### src/rtl/aes_v3_pkg.sv
// Shared types, cycle constants and GF(2^8) helpers for the AES column sequencer.
package aes_v3_pkg;

  typedef enum logic [1:0] {
    ST_IDLE = 2'd0,
    ST_SUB  = 2'd1,
    ST_MIX  = 2'd2,
    ST_DONE = 2'd3
  } state_t;

  localparam int SUB_CYCLES = 4;
  localparam int MIX_CYCLES = 4;

  function automatic logic [7:0] xtime(input logic [7:0] a);
    return {a[6:0], 1'b0} ^ (a[7] ? 8'h1b : 8'h00);
  endfunction

  function automatic logic [7:0] gf_mul(input logic [7:0] a, input logic [7:0] b);
    logic [7:0] p;
    logic [7:0] t;
    p = '0;
    t = a;
    for (int i = 0; i < 8; i++) begin
      if (b[i]) p = p ^ t;
      t = xtime(t);
    end
    return p;
  endfunction

  // Multiplicative inverse as a^254; zero maps to zero as AES requires.
  function automatic logic [7:0] gf_inv(input logic [7:0] a);
    logic [7:0] sq;
    logic [7:0] r;
    sq = gf_mul(a, a);
    r  = sq;
    for (int i = 0; i < 6; i++) begin
      sq = gf_mul(sq, sq);
      r  = gf_mul(r, sq);
    end
    return r;
  endfunction

endpackage

### src/rtl/aes_v3_2.sv
// Single-byte AES datapath: (Inv)SubBytes of byte bs, or the (Inv)MixColumns
// contribution of byte bs, rotated into place. Contains the only S-box.
module aes_sbox
  import aes_v3_pkg::*;
(
  input  logic       dec,
  input  logic [7:0] din,
  output logic [7:0] dout
);

  logic [7:0] pre;
  logic [7:0] inv;

  always_comb begin
    pre  = {din[6:0], din[7]} ^ {din[4:0], din[7:5]} ^ {din[1:0], din[7:2]} ^ 8'h05;
    inv  = gf_inv(dec ? pre : din);
    dout = dec ? inv
               : inv ^ {inv[6:0], inv[7]} ^ {inv[5:0], inv[7:6]}
                 ^ {inv[4:0], inv[7:5]} ^ {inv[3:0], inv[7:4]} ^ 8'h63;
  end

endmodule

module aes_v3_2
  import aes_v3_pkg::*;
(
  input  logic        valid,
  input  logic        dec,
  input  logic        mix,
  input  logic [31:0] rs1,
  input  logic [1:0]  bs,
  output logic [31:0] rd
);

  logic [7:0]  sel;
  logic [7:0]  sb;
  logic [31:0] word;
  logic [31:0] rot;

  // Operand gating keeps the S-box inputs quiet when the sequencer is idle.
  always_comb begin
    sel = '0;
    if (valid) sel = rs1[8*bs +: 8];
  end

  aes_sbox u_sbox (
    .dec  (dec),
    .din  (sel),
    .dout (sb)
  );

  always_comb begin
    if (!mix)
      word = {24'h0, sb};
    else if (!dec)
      word = {gf_mul(sel, 8'h03), sel, sel, gf_mul(sel, 8'h02)};
    else
      word = {gf_mul(sel, 8'h0b), gf_mul(sel, 8'h0d), gf_mul(sel, 8'h09), gf_mul(sel, 8'h0e)};

    case (bs)
      2'd0:    rot = word;
      2'd1:    rot = {word[23:0], word[31:24]};
      2'd2:    rot = {word[15:0], word[31:16]};
      default: rot = {word[7:0],  word[31:8]};
    endcase

    rd = valid ? rot : 32'h0;
  end

endmodule

### src/rtl/aes_v3_2_seq.sv
// Byte-serial AES column sequencer: 4 SubBytes cycles, optional 4 MixColumns
// cycles, then a held response. Optional flush port under AES_V3_2_SEQ_FLUSH_EN.
module aes_v3_2_seq
  import aes_v3_pkg::*;
(
  input  logic        g_clk,
  input  logic        g_resetn,
`ifdef AES_V3_2_SEQ_FLUSH_EN
  input  logic        flush,
`endif
  input  logic        req_valid,
  output logic        req_ready,
  input  logic        req_dec,
  input  logic        req_mix,
  input  logic [31:0] req_col,
  input  logic [31:0] req_key,
  output logic        rsp_valid,
  input  logic        rsp_ready,
  output logic [31:0] rsp_data,
  output logic        busy
);

  state_t      state;
  logic [1:0]  bs;
  logic [31:0] col;
  logic [31:0] acc;
  logic [31:0] key;
  logic        dec;
  logic        mix;
  logic [31:0] rd;
  logic        kill;

`ifdef AES_V3_2_SEQ_FLUSH_EN
  assign kill = flush && (state != ST_IDLE);
`else
  assign kill = 1'b0;
`endif

  aes_v3_2 u_dp (
    .valid (state == ST_SUB || state == ST_MIX),
    .dec   (dec),
    .mix   (state == ST_MIX),
    .rs1   (col),
    .bs    (bs),
    .rd    (rd)
  );

  assign req_ready = (state == ST_IDLE);
  assign busy      = (state != ST_IDLE);
  assign rsp_data  = rsp_valid ? acc : 32'h0;

  always_ff @(posedge g_clk or negedge g_resetn) begin
    if (!g_resetn) begin
      state     <= ST_IDLE;
      bs        <= '0;
      col       <= '0;
      acc       <= '0;
      key       <= '0;
      dec       <= 1'b0;
      mix       <= 1'b0;
      rsp_valid <= 1'b0;
    end else if (kill) begin
      state     <= ST_IDLE;
      bs        <= '0;
      acc       <= '0;
      rsp_valid <= 1'b0;
    end else begin
      case (state)
        ST_IDLE: begin
          if (req_valid) begin
            col   <= req_col;
            key   <= req_key;
            dec   <= req_dec;
            mix   <= req_mix;
            acc   <= '0;
            bs    <= '0;
            state <= ST_SUB;
          end
        end
        ST_SUB: begin
          bs <= bs + 2'd1;
          if (bs == 2'(SUB_CYCLES - 1)) begin
            // Substituted column becomes the MixColumns operand.
            if (mix) begin
              col   <= acc ^ rd;
              acc   <= '0;
              state <= ST_MIX;
            end else begin
              acc   <= acc ^ rd ^ key;
              state <= ST_DONE;
            end
          end else begin
            acc <= acc ^ rd;
          end
        end
        ST_MIX: begin
          bs <= bs + 2'd1;
          if (bs == 2'(MIX_CYCLES - 1)) begin
            acc   <= acc ^ rd ^ key;
            state <= ST_DONE;
          end else begin
            acc <= acc ^ rd;
          end
        end
        ST_DONE: begin
          // Response is raised one cycle after entering DONE, then held.
          if (!rsp_valid) begin
            rsp_valid <= 1'b1;
          end else if (rsp_ready) begin
            rsp_valid <= 1'b0;
            state     <= ST_IDLE;
          end
        end
        default: state <= ST_IDLE;
      endcase
    end
  end

endmodule

### config.mk
export PLATFORM = sky130hd
export DESIGN_NAME = aes_v3_2_seq
export DESIGN_NICKNAME = d
export VERILOG_FILES = /design/src/rtl/aes_v3_pkg.sv /design/src/rtl/aes_v3_2.sv /design/src/rtl/aes_v3_2_seq.sv
export SDC_FILE = /design/constraint.sdc
export NUM_CORES = 1
export LEC_CHECK = 0
export CAP_MARGIN = 15
export CORE_MARGIN = 1.5
export CORE_UTILIZATION = 55
export DETAILED_ROUTE_END_ITERATION = 10
export GPL_TIMING_DRIVEN = 0
export PLACE_DENSITY = 0.76
export REMOVE_ABC_BUFFERS = 1
export SYNTH_ARGS = -nofsm -noshare
export SYNTH_HDL_FRONTEND = slang
export SYNTH_SLANG_ARGS = --single-unit
### constraint.sdc
create_clock -name g_clk -period 22.1 [get_ports g_clk]
set_clock_uncertainty 0.2 [all_clocks]
set_input_delay 4.42 -clock g_clk [delete_from_list [all_inputs] [get_ports g_clk]]
set_output_delay 4.42 -clock g_clk [all_outputs]
set_load 0.01 [all_outputs]
==> run metrics <==
Fmax=roughly 0.047 GHz; Yosys cell types=between 100 and 150; I/O Buffers=104; worst hold path class=reg2reg; Die X=210 um; CP max-delay cell=mux4_2; Max Cap Viol=0; Compound-Gate Fraction of Synth Area=23.6%; DRC Markers=0; Post-synth top cells=nor2_1, xnor2_1, nand2_1, a21oi_1, clkbuf_1; Most used DFF post-synth=dfrtp_1; HPWL after DPL=51100 um; grt ovf=0; Mean Syn Cell Area=slightly below 8 um2; min cycle time layout=approximately 21000 ps; CTS tree=built; TNS Setup=0 ps; final antenna-violating net count=0; initial antenna violation count=0; post-route cell area=roughly 26000 um2; layout cells sized above 1=10.3%; share of the synthesized area in the top cell type=13.5%; wire per inst=20.4 um; register area share after synthesis=between 10% and 20%; Overall Global Routing Usage=31.6%; top-count cell post-synth=nor2_1; CTS root buffer=clkbuf_16; Post-synth EDFFs=0; Clock Path Buffers=2; async set-or-reset flop fraction in the synthesized netlist=100%; CP bufs+invs=2; final wirelength=72600 um; first-pass GRT wire length=around 120000 um; Vias/cell=approximately 6.7; Filler Cell Count=approximately 3600; simple-gate share of the synthesized area=20.8%; H-tree levels=3; Yosys top cell by area=xnor2_1; slowest stage delay, CP=820 ps; Synth Instances=around 3000; Synth Area in Adders=0.795%; final period utilization=between 90% and 100%; critical path class=reg2reg; via count=roughly 24000; clk sinks=103; hold buffers post-CTS=0; #FFs+latches synth=between 100 and 150; row count=75; Initial Util=a little under three fifths; largest family of logic cells by synthesized area=XOR/XNOR gates; DRT iter0 DRCs=around 2900; Post-DP Area=approximately 25000 um2; R2R setup slack=between 800 and 900 ps; yosys synthesis warning count=0; die area=around 44000 um2; xor-xnor portion of the synthesized cell area=roughly a third; Clock Latency Late Sink=between 300 and 400 ps; Worst EP required=22190 ps; Setup crit end kind=flip-flop; largest net degree at the start of global routing=81; Max Slew Vio Count=0; clock transition at the registers of the reported paths=around 80 ps; hold_ws=277 ps; IO Pins=105; # diodes=0; Die Y=~210 um; fin nets=~3000; cell family with most CP delay=XOR/XNOR gates; CP Max Fanout=18; crit path launch type=flip-flop; multiplexer area fraction after synthesis=between 6 and 7%; worst-margin pin slew=roughly 1200 ps; Crit path top cell by count=xnor3_1; Synth area leaders=xnor2_1, dfrtp_1, xnor3_1, nor2_1, nand2_1; gpl congestion=about 0.94; total iterations of the first detailed-routing run=6; Mapped Area=~24000 um2; Area Growth Syn to Fin=10.2%; Slew headroom=between 20% and 30%; status=finished, final reports clean; number of global-route vias before repair=22277; core box area=between 40000 and 50000 um2; final setup vio count=0; Final Hold Viols=0; Worst Path Arrival=21380 ps; CTS Buf Count=9
final timing paths:
check | startpoint | endpoint | depth (start not counted)
max | bs[0]$_DFFE_PN0P_ | acc[16]$_DFFE_PN0P_ | 59
min | col[21]$_DFFE_PN0P_ | col[21]$_DFFE_PN0P_ | 1
max reg2reg | bs[0]$_DFFE_PN0P_ | acc[16]$_DFFE_PN0P_ | 59
min reg2reg | col[21]$_DFFE_PN0P_ | col[21]$_DFFE_PN0P_ | 1
max in group asynchronous | g_resetn | dec$_DFFE_PN0P_ | 2
min in group asynchronous | g_resetn | acc[28]$_DFFE_PN0P_ | 1
layout make-up:
type | count | area [um2] | area share (%)
inverters | 57 | 224 | 0.862
clock buffers | 9 | 225 | 0.867
clock inverters | 7 | 76.3 | 0.294
well taps | 539 | 674 | 2.59
repair inverters | 2 | 10.0 | 0.0385
multi-input cells | 2677 | 20400 | 78.6
repair buffers | 157 | 1760 | 6.77
flip-flops and latches | 103 | 2580 | 9.93
stage by stage:
stage	worst slack (ps)	cells	utilization [%]
final	817	3551	61.7
after global routing	-40.0	3551	61.7
after detailed placement	-2080	3519	60.0
after global placement	-6510	3480	57.8
after floorplan	711	2837	-
after CTS	40.0	3535	60.9
state kept, by name, indices dropped and copies added, names as in the netlist:
name	count
acc	32
bs	2
col	32
mix	1
dec	1
key	32
rsp_valid	1
state	2
kinds of logic after synthesis:
logic type      after synthesis
xor+xnor                    649
mux                         125
simple gates               1069
compound gates              819
fa+ha+maj                    15
flops                       103
buf+inv                     280
placed cells by master, fill, tap and decap left out, types with 61 or more instances in the layout:
cell,n
nor3_1,77
xor2_1,112
xnor2_1,328
nand2_1,297
mux2i_1,61
o21ai_0,138
xnor3_1,78
nor2_1,367
clkdlybuf4s50_1,103
dfrtp_1,101
o21ai_1,66
a21oi_1,160
nand3_1,95
per-layer routing:
metal | part of all wire, % | track usage [%] | vias to the layer above | routed length, um
met2 | 46 | 50.8 | 1280 | 33500
met5 | 0 | 0 | - | 0
met1 | 42 | 44.4 | 11395 | 30700
li1 | - | - | 10870 | -
met3 | 8.5 | 2.94 | 187 | 6170
met4 | 3.1 | 11.4 | 0 | 2220
timing repair:
item / 4_1_cts / 5_1_grt
endpoints found under the setup margin: 64 / 64
hold endpoints to repair: 0 / 0
buffers inserted: 0 / 11
resized for setup: 13 / 29
cloned: 0 / 2
pin swaps: 0 / 4
worst register-to-register path: cells and delay by family, from the launching register on:
family | cells | cell delay, ps
xor+xnor | 22 | 9840
compound gates | 21 | 5010
simple gates | 10 | 3240
mux | 3 | 1440
flops | 1 | 670
fa+ha+maj | 1 | 430
buf+inv | 2 | 380
Power is left out: the tool's default activity adds up to more than one toggle a clock period on the data nets, which glitch-free logic cannot reach.
